**src/rtl/gpio_capture.sv**
```systemverilog
// GPIO byte sink: captures one byte per falling GPIOEn into a show-ahead FIFO
// with valid/ready output, frame byte counting, frame_done pulse and sticky overflow.
//
// Ports:
//   clk, rst      clock and asynchronous active-high reset
//   GPIO, GPIOEn  processor byte and write strobe; a byte is committed when GPIOEn falls
//   out_*         FIFO head and valid/ready handshake
//   fifo_level    FIFO occupancy, 0..DEPTH
//   byte_count    strobes seen so far in the current frame
//   frame_active  high while a frame is in progress
//   frame_done    one-cycle pulse after the last byte of a frame
//   overflow      sticky flag, set when a byte was dropped because the FIFO was full
module gpio_capture #(
  parameter int DEPTH       = 16,
  parameter int FRAME_BYTES = 152100,
  parameter int CNT_W       = 18
) (
  input  logic                       clk,
  input  logic                       rst,
  input  logic [7:0]                 GPIO,
  input  logic                       GPIOEn,
  output logic [7:0]                 out_data,
  output logic                       out_valid,
  input  logic                       out_ready,
  output logic [$clog2(DEPTH):0]     fifo_level,
  output logic [CNT_W-1:0]           byte_count,
  output logic                       frame_active,
  output logic                       frame_done,
  output logic                       overflow
);

  localparam int AW = $clog2(DEPTH);
  localparam int LW = AW + 1;
  localparam logic [CNT_W:0] FB = (CNT_W+1)'(FRAME_BYTES);

  typedef enum logic {IDLE, ACTIVE} state_t;

  state_t          state;
  logic            en_q;
  logic [7:0]      gpio_q;
  logic [7:0]      mem [DEPTH];
  logic [AW-1:0]   wr_ptr;
  logic [AW-1:0]   rd_ptr;
  logic [LW-1:0]   level;
  logic            strobe;
  logic            full;
  logic            pop;
  logic            push;
  logic [CNT_W:0]  cnt_nxt;

  // Same clock domain as the processor, so no synchronizer is needed.
  assign strobe    = en_q & ~GPIOEn;
  assign full      = (level == LW'(DEPTH));
  assign out_valid = (level != '0);
  assign pop       = out_valid & out_ready;
  // A full FIFO still takes the byte when a slot frees up the same cycle.
  assign push      = strobe & (~full | pop);
  assign out_data  = out_valid ? mem[rd_ptr] : 8'h00;
  assign fifo_level   = level;
  assign frame_active = (state == ACTIVE);
  assign cnt_nxt   = {1'b0, byte_count} + (CNT_W+1)'(1);

  always_ff @(posedge clk or posedge rst) begin
    if (rst) begin
      en_q   <= 1'b0;
      gpio_q <= 8'h00;
    end else begin
      en_q <= GPIOEn;
      if (GPIOEn) gpio_q <= GPIO;
    end
  end

  always_ff @(posedge clk) begin
    if (push) mem[wr_ptr] <= gpio_q;
  end

  always_ff @(posedge clk or posedge rst) begin
    if (rst) begin
      wr_ptr   <= '0;
      rd_ptr   <= '0;
      level    <= '0;
      overflow <= 1'b0;
    end else begin
      if (push) wr_ptr <= wr_ptr + AW'(1);
      if (pop)  rd_ptr <= rd_ptr + AW'(1);
      unique case ({push, pop})
        2'b10:   level <= level + LW'(1);
        2'b01:   level <= level - LW'(1);
        default: level <= level;
      endcase
      if (strobe & full & ~pop) overflow <= 1'b1;
    end
  end

  // byte_count is always 0 in IDLE, so the entering strobe counts as byte 1.
  always_ff @(posedge clk or posedge rst) begin
    if (rst) begin
      state      <= IDLE;
      byte_count <= '0;
      frame_done <= 1'b0;
    end else begin
      frame_done <= 1'b0;
      if (strobe) begin
        if (cnt_nxt == FB) begin
          state      <= IDLE;
          byte_count <= '0;
          frame_done <= 1'b1;
        end else begin
          state      <= ACTIVE;
          byte_count <= cnt_nxt[CNT_W-1:0];
        end
      end
    end
  end

endmodule

```
**config.mk**
```make
export PLATFORM = sky130hd
export DESIGN_NAME = gpio_capture
export DESIGN_NICKNAME = d
export VERILOG_FILES = /design/src/rtl/gpio_capture.sv
export SDC_FILE = /design/constraint.sdc
export NUM_CORES = 1
export LEC_CHECK = 0
export CELL_PAD_IN_SITES_DETAIL_PLACEMENT = 1
export CELL_PAD_IN_SITES_GLOBAL_PLACEMENT = 1
export CORE_ASPECT_RATIO = 0.6
export CORE_MARGIN = 2
export CORE_UTILIZATION = 35
export CTS_CLUSTER_DIAMETER = 200
export DETAILED_ROUTE_END_ITERATION = 6
export HOLD_SLACK_MARGIN = 0.12
export PLACE_DENSITY = 0.57
export SLEW_MARGIN = 20
export SYNTH_ARGS = -nofsm -noshare
export SYNTH_HDL_FRONTEND = slang
export SYNTH_SLANG_ARGS = --single-unit
```
**constraint.sdc**
```tcl
create_clock -name clk -period 5.47 [get_ports clk]
set_input_delay 1.094 -clock clk [delete_from_list [all_inputs] [get_ports clk]]
set_output_delay 1.094 -clock clk [all_outputs]
set_load 0.01 [all_outputs]
```
==> impl_metrics.tcl, run 1 <==
set metrics [dict create \
    firstDrtPassIters 4 \
    finalCritPeriodShare_pct 80.71 \
    yosys-top-cells-count "128 x sky130_fd_sc_hd__edfxtp_1, 43 x sky130_fd_sc_hd__dfrtp_1, 40 x sky130_fd_sc_hd__mux4_2" \
    timing.critical_path.cells "buf_4 > mux4_2 > mux4_2 > nor2b_1 > clkdlybuf4s50_1" \
    proportion_of_register_bits_with_asynchronous_set_or_reset_after_synthesis_pct 25.15 \
    detailroute.via_count 3916 \
    maxCapViolCount 0 \
    worst-slew-pin-transition_ps 980.0 \
    gp_congestion 0.7365 \
    cts-root-to-sink-buffers 2 \
    post_route_cells_drive_above_1_share_pct 21.33 \
    critical_path_required_ps 4380 \
    grt_first_pass_wirelength_mm 26.62 \
    syn-instance-count 412 \
    power.density_cell_area_mw_per_mm2 490.9 \
    clk_latency_ps 430 \
    synthDistinctLibCells 51 \
    syn-mean-instance-area_sq_um 17.42 \
    synth-seq-area-share_pct 68.55 \
    maximum_number_of_pins_on_one_net_before_global_route_repair 44 \
    hold_viol_final 0 \
    finalCriticalPeriod_ps 4415 \
    globalRouteOverflowTotal 0 \
    floorplan.initialDensity_pct 35.76 \
    cts_inserted_buffers 17 \
    critical-path-top-cell-by-count "sky130_fd_sc_hd__mux4_2" \
    fp.dieArea_sq_mm 0.02170 \
    synth-compound-area-share_pct 3.190 \
    cts_htree_levels 4 \
    crit_fanout 18 \
    placement_rows 40 \
    io_buf_count 46 \
    die_y_um 114.9 \
    num_io_pins 47 \
    cp-end-kind "output pin" \
    min-delay-path-class "reg2reg" \
    synth_fa_ha_area_share_pct 1.395 \
    hpwl_mm 12.02 \
    synth-warning-count 0 \
    cts_post_setup_buffers_inserted 0 \
    number_of_enable_type_register_cells_in_the_synthesized_netlist 128 \
    n_antenna_cell 0 \
    mappedNetlistNets 432 \
    postRouteAntennaNets 0 \
    synth_area_sq_mm 0.007177 \
    global_route_usage_sum_pct 17.13 \
    share_of_the_synthesized_netlist_area_taken_by_xor_and_xnor_gates_pct 3.051 \
    core_sq_mm 0.02007 \
    vdd_drop_max_v 0.0002141 \
    drt_drc_violations_left 0 \
    post-synth-top-area-fraction_pct 53.56 \
    finalWirelength_mm 17.19 \
    synth_top_cell_by_area "sky130_fd_sc_hd__edfxtp_1" \
    clk_root_buffer_cell "sky130_fd_sc_hd__clkbuf_16" \
    finalSetupTns_ps 0 \
    path_class "reg2out" \
    remaining_max_slew_budget_at_the_tightest_pin_pct 34.57 \
    synth-simple-area-share_pct 7.427 \
    grt_pass1_vias 4191 \
    route.detailed.wl_per_inst_um 22.73 \
    timing.critical_path.from_type "flop" \
    critPathSlowestCell "sky130_fd_sc_hd__dfrtp_2" \
    cts.reportedPaths.clkPinSlew_ps 60 \
    most_frequent_cell_after_synthesis "sky130_fd_sc_hd__edfxtp_1" \
    report.final.slew_viol_count 0 \
    final_util_pct 42.96 \
    worst_path_largest_cell_delay_ps 770 \
    holdWs_ps 494.9 \
    antenna_found_initial 0 \
    clkSinkCount 171 \
    detailedRoute.firstIterationViolations 280 \
    synth_area_leaders "sky130_fd_sc_hd__edfxtp_1 54%, sky130_fd_sc_hd__dfrtp_1 15%, sky130_fd_sc_hd__mux4_2 13%, sky130_fd_sc_hd__xnor2_1 2.7%, sky130_fd_sc_hd__mux2_2 1.6%" \
    yosys_most_used_dff "sky130_fd_sc_hd__edfxtp_1" \
    main_combinational_cell_family_by_area_after_synthesis "multiplexers" \
    run_status "finished clean" \
    holdBufCountCts 0 \
    fmax_mhz 226.5 \
    die_x_um 188.9 \
    layout.nets 490 \
    rsz0062_at_grt "no" \
    cts.repair.resized 0 \
    muxShareOfSynthArea_pct 14.40 \
    synth.ff_latch_count 171 \
    n_fill_cell 1950 \
    fin_skew_ps 8.342 \
    routed_via_density 5.180 \
    count_of_endpoints_failing_setup_in_the_final_report 0 \
    worst-endpoint-arrival_ps 3320 \
    total_leakage_power_nw 2.912 \
    areaGrowthSynthToFinish_pct 20.14 \
    cts_tree "done" \
]
## per-layer routing
metal  vias up  share of wire, %  GRT usage [%]
met1      2079                52          26.59
met4         0              0.86          4.844
li1       1747                 -              -
met3        12               4.9          4.640
met2        78                42          23.38
met5         -                 0              0
## critical path, delay by kind of cell, from the launching register on
family,cells,cell delay (ps)
mux,2,1070
simple gates,1,150
flops,1,770
buf+inv,2,900
## power breakdown
| group | total [W] | internal (W) | switching (W) | leakage (nW) |
|---|---|---|---|---|
| Combinational | 0.00112 | 0.000665 | 0.000456 | 0.924 |
| Clock | 0.00130 | 0.000819 | 0.000486 | 0.305 |
| Sequential | 0.00181 | 0.00154 | 0.000265 | 1.68 |
| Total | 0.00423 | 0.00303 | 0.00121 | 2.91 |
## registers in the layout, indices dropped and copies added, names as in the netlist, 4 cells and up
name / flops
byte_count: 18
fifo_level: 5
gpio_q: 8
mem: 128
rd_ptr: 4
wr_ptr: 4
## stage by stage
stage / cell area [sq um] / instances / total power [W] / setup slack (ps)
after floorplan: 7177 / 412 / 0.002485 / 2411
after global placement: 7980 / 724 / 0.002956 / 1421
after detailed placement: 7980 / 724 / 0.002977 / 1388
after CTS: 8622 / 756 / 0.004294 / 928.8
after global routing: 8622 / 756 / 0.004440 / 852.2
final: 8622 / 756 / 0.004233 / 1055
## cell type report
type	instances	area (sq um)	area share, %
flip-flops and latches	171	4921	57.07
multi-input cells	209	2115	24.52
clock buffers	20	446.7	5.181
well taps	273	341.6	3.962
inverters	12	45.04	0.5224
clock inverters	12	195.2	2.264
repair buffers	59	558.0	6.472
## worst paths after layout
check	endpoint	start	slack (ps)	cells past startpoint
max	out_data[5]	rd_ptr[0]$_DFFE_PP0P_	1060	5
min	overflow$_DFFE_PP0P_	overflow$_DFFE_PP0P_	490	1
max reg2reg	fifo_level[4]$_DFFE_PP0P_	fifo_level[1]$_DFFE_PP0P_	2880	8
min reg2reg	overflow$_DFFE_PP0P_	overflow$_DFFE_PP0P_	490	1
max in group asynchronous	rd_ptr[0]$_DFFE_PP0P_	rst	3590	2
min in group asynchronous	frame_active$_DFFE_PP0P_	rst	1210	2
## layout by cell type (no fill, tap or decap), types with 8 or more instances in the layout
cell type	instances
sky130_fd_sc_hd__dfrtp_1	42
sky130_fd_sc_hd__xnor2_1	22
sky130_fd_sc_hd__nand4_1	12
sky130_fd_sc_hd__buf_4	13
sky130_fd_sc_hd__clkdlybuf4s50_1	46
sky130_fd_sc_hd__nor3_1	9
sky130_fd_sc_hd__edfxtp_1	128
sky130_fd_sc_hd__and2_1	11
sky130_fd_sc_hd__nand2_1	20
sky130_fd_sc_hd__ha_1	8
sky130_fd_sc_hd__nor2b_1	9
sky130_fd_sc_hd__nor2_1	13
sky130_fd_sc_hd__mux2_2	10
sky130_fd_sc_hd__mux4_2	40
sky130_fd_sc_hd__clkbuf_16	17
sky130_fd_sc_hd__inv_1	11
## cell families (layout without fill, tap and decap cells)
group / after synthesis / after routing
xor+xnor: 25 / 25
flops: 171 / 171
simple gates: 97 / 97
mux: 52 / 52
buf+inv: 32 / 103
compound gates: 27 / 27
fa+ha+maj: 8 / 8
Note: power is estimated with default switching activity, not from simulation.
==> run 2: changes to the inputs <==
Clock period 5.47 ns to 4.33 ns, I/O delays scaled along.
==> run 2 against run 1 <==
  * Flip-flop and latch count is the same
  * Largest cell class unchanged
  * Worst setup slack worse by 630 ps
  * Critical path depth unchanged
  * Die area stayed put
  * Critical endpoint is now out_data[2]
  * Core utilization down 0.17 points
  * Sequential power rose by 23%
  * Global-route usage fell by 0.12 points
  * Combinational power increased by 29%
  * Count of clock-buffer cells in the layout shrank 3
  * Via count is 0.20% higher
==> impl_metrics.tcl, run 2 (synthesis gave the netlist of run 1 again) <==
set metrics [dict create \
    final_cell_mix "128 x sky130_fd_sc_hd__edfxtp_1, 46 x sky130_fd_sc_hd__clkdlybuf4s50_1, 42 x sky130_fd_sc_hd__dfrtp_1, 40 x sky130_fd_sc_hd__mux4_2, 22 x sky130_fd_sc_hd__xnor2_1" \
    report.final.slew_viol_count 0 \
    finalCritPeriodShare_pct 90.14 \
    n_antenna_cell 0 \
    route.detailed.wl_per_inst_um 22.79 \
    power.sequential.fraction_pct 42.8 \
    grt_pass1_vias 4120 \
    core_sq_mm 0.02007 \
    path_class "reg2out" \
    power.share.switching_pct 29.81 \
    timing.critical_path.from_type "flop" \
    timing.rr.start "fifo_level[2]$_DFFE_PP0P_" \
    hold_viol_final 0 \
    critical_path_startpoint "rd_ptr[0]$_DFFE_PP0P_" \
    detailedRoute.firstIterationViolations 359 \
    r2r_slack_ps 1730 \
    finalWirelength_mm 17.28 \
    postRouteAntennaNets 0 \
    pwr-share-clk_pct 29.5 \
    final_cell_count_no_fill 758 \
    cts_inserted_buffers 17 \
    maxCapViolCount 0 \
    maximum_number_of_pins_on_one_net_before_global_route_repair 44 \
    detailroute.via_count 3924 \
    layout.nets 492 \
    die_x_um 188.9 \
    critical_path.reg2reg.endpoint "fifo_level[4]$_DFFE_PP0P_" \
    rsz0062_at_grt "no" \
    cts_post_setup_buffers_inserted 0 \
    power.combinational.fraction_pct 27.7 \
    register_with_the_most_flip_flops "mem" \
    count_of_endpoints_failing_setup_in_the_final_report 0 \
    finalSetupTns_ps 0 \
    worst_setup_path_endpoint "out_data[2]" \
    power.density_cell_area_mw_per_mm2 605.1 \
    antenna_found_initial 0 \
    numPlacedInstances 726 \
    worst-endpoint-arrival_ps 3040 \
    gp_congestion 0.7599 \
    critical_path_required_ps 3460 \
    placed_area_sq_mm 0.007995 \
    fmax_mhz 256.2 \
    global_route_usage_sum_pct 17.01 \
    total_leakage_power_nw 2.904 \
    met3_wirelength_um 875 \
    placement_rows 40 \
    power.total_w 0.005196 \
    final_util_pct 42.79 \
    routed_via_density 5.177 \
    wl_met1_mm 8.953 \
    cts.reportedPaths.clkPinSlew_ps 70 \
    clkSinkCount 171 \
    finalCriticalPeriod_ps 3903 \
    top_regs "mem x128, byte_count x18, gpio_q x8" \
    grt_first_pass_wirelength_mm 26.45 \
    holdBufCountCts 0 \
    areaGrowthSynthToFinish_pct 19.65 \
    commonest_non_fill_non_tap_cell_in_the_layout "sky130_fd_sc_hd__edfxtp_1" \
    crit_fanout 15 \
    fp.dieArea_sq_mm 0.02170 \
    detailroute.wirelength.met2_mm 7.356 \
    cts.repair.resized 0 \
    fin_skew_ps 18.82 \
    floorplan.initialDensity_pct 35.76 \
    worst-slew-pin-transition_ps 948.3 \
    clk_root_buffer_cell "sky130_fd_sc_hd__clkbuf_16" \
    firstDrtPassIters 5 \
    reg2reg_depth 8 \
    largest_register_ff_count 128 \
    remaining_max_slew_budget_at_the_tightest_pin_pct 36.78 \
    cts_htree_levels 4 \
    post_route_cells_drive_above_1_share_pct 22.27 \
    vdd_drop_max_v 0.0002942 \
    cts-root-to-sink-buffers 2 \
    drt_drc_violations_left 0 \
    io_buf_count 46 \
    clk_latency_ps 430 \
    highest_layer "met4" \
    final_design_area_no_fill_sq_mm 0.008587 \
    internal_power_w 0.003647 \
    cp-end-kind "output pin" \
    num_io_pins 47 \
    die_y_um 114.9 \
    cts_tree "done" \
    n_fill_cell 1963 \
    net_load_switching_power_w 0.001549 \
    min-delay-path-class "reg2reg" \
    globalRouteOverflowTotal 0 \
    run_status "finished clean" \
    hpwl_mm 11.48 \
]
[run 2: changes by cell type in the layout (fill, tap and decap cells not counted)]
| cell | previous run | this run |
|---|---|---|
| sky130_fd_sc_hd__clkinv_4 | 2 | 6 |
| sky130_fd_sc_hd__bufinv_16 | 5 | 2 |
| sky130_fd_sc_hd__inv_6 | 0 | 3 |
| sky130_fd_sc_hd__buf_4 | 13 | 15 |
| sky130_fd_sc_hd__clkbuf_1 | 2 | 0 |
| sky130_fd_sc_hd__clkbuf_8 | 1 | 0 |
| sky130_fd_sc_hd__clkinv_1 | 2 | 1 |
| sky130_fd_sc_hd__clkinvlp_4 | 2 | 1 |
| sky130_fd_sc_hd__inv_8 | 0 | 1 |
[run 2: layout make-up]
class	instances	area, sq um	area share, %
Inverter	12	45.04	0.5246
Clock inverter	15	166.4	1.938
Multi-Input combinational cell	209	2115	24.62
Sequential cell	171	4921	57.31
Timing Repair Buffer	61	573.1	6.673
Clock buffer	17	425.4	4.954
Tap cell	273	341.6	3.978
[run 2: worst max-delay path, cell delays in order, from the launching register on]
cell and delay [ps]:
sky130_fd_sc_hd__dfrtp_2 570, sky130_fd_sc_hd__buf_4 380, sky130_fd_sc_hd__mux4_2 560, sky130_fd_sc_hd__mux4_2 460, sky130_fd_sc_hd__nor2b_1 160, sky130_fd_sc_hd__clkdlybuf4s50_1 480
[run 2: worst min path at each step]
stage | startpoint | end | depth (start not counted)
global placement | overflow$_DFFE_PP0P_ | overflow$_DFFE_PP0P_ | 1
CTS | overflow$_DFFE_PP0P_ | overflow$_DFFE_PP0P_ | 1
detailed placement | overflow$_DFFE_PP0P_ | overflow$_DFFE_PP0P_ | 1
finish | overflow$_DFFE_PP0P_ | overflow$_DFFE_PP0P_ | 1
global route | overflow$_DFFE_PP0P_ | overflow$_DFFE_PP0P_ | 1
floorplan | overflow$_DFFE_PP0P_ | overflow$_DFFE_PP0P_ | 1
[run 2: per-layer routing]
layer	track usage [%]	vias to the layer above
met2	23.77	92
met1	26.72	2080
met5	0	-
met4	4.531	0
met3	3.571	10
li1	-	1742
[run 2: through the flow]
stage               hold WS [ps]  worst slack (ps)
finish                     503.4             426.8
global route               541.1             255.9
floorplan                  503.2              1499
global placement           487.1             875.3
detailed placement         498.7             776.7
CTS                        513.4             348.5
[run 2: power groups by stage]
stage | Clock [W] | Combinational [W] | Sequential [W]
finish | 0.00153 | 0.00144 | 0.00222
floorplan | 0 | 0.00101 | 0.00212
global placement | 0 | 0.00144 | 0.00225
detailed placement | 0 | 0.00146 | 0.00227
CTS | 0.00157 | 0.00147 | 0.00223
global route | 0.00164 | 0.00156 | 0.00227
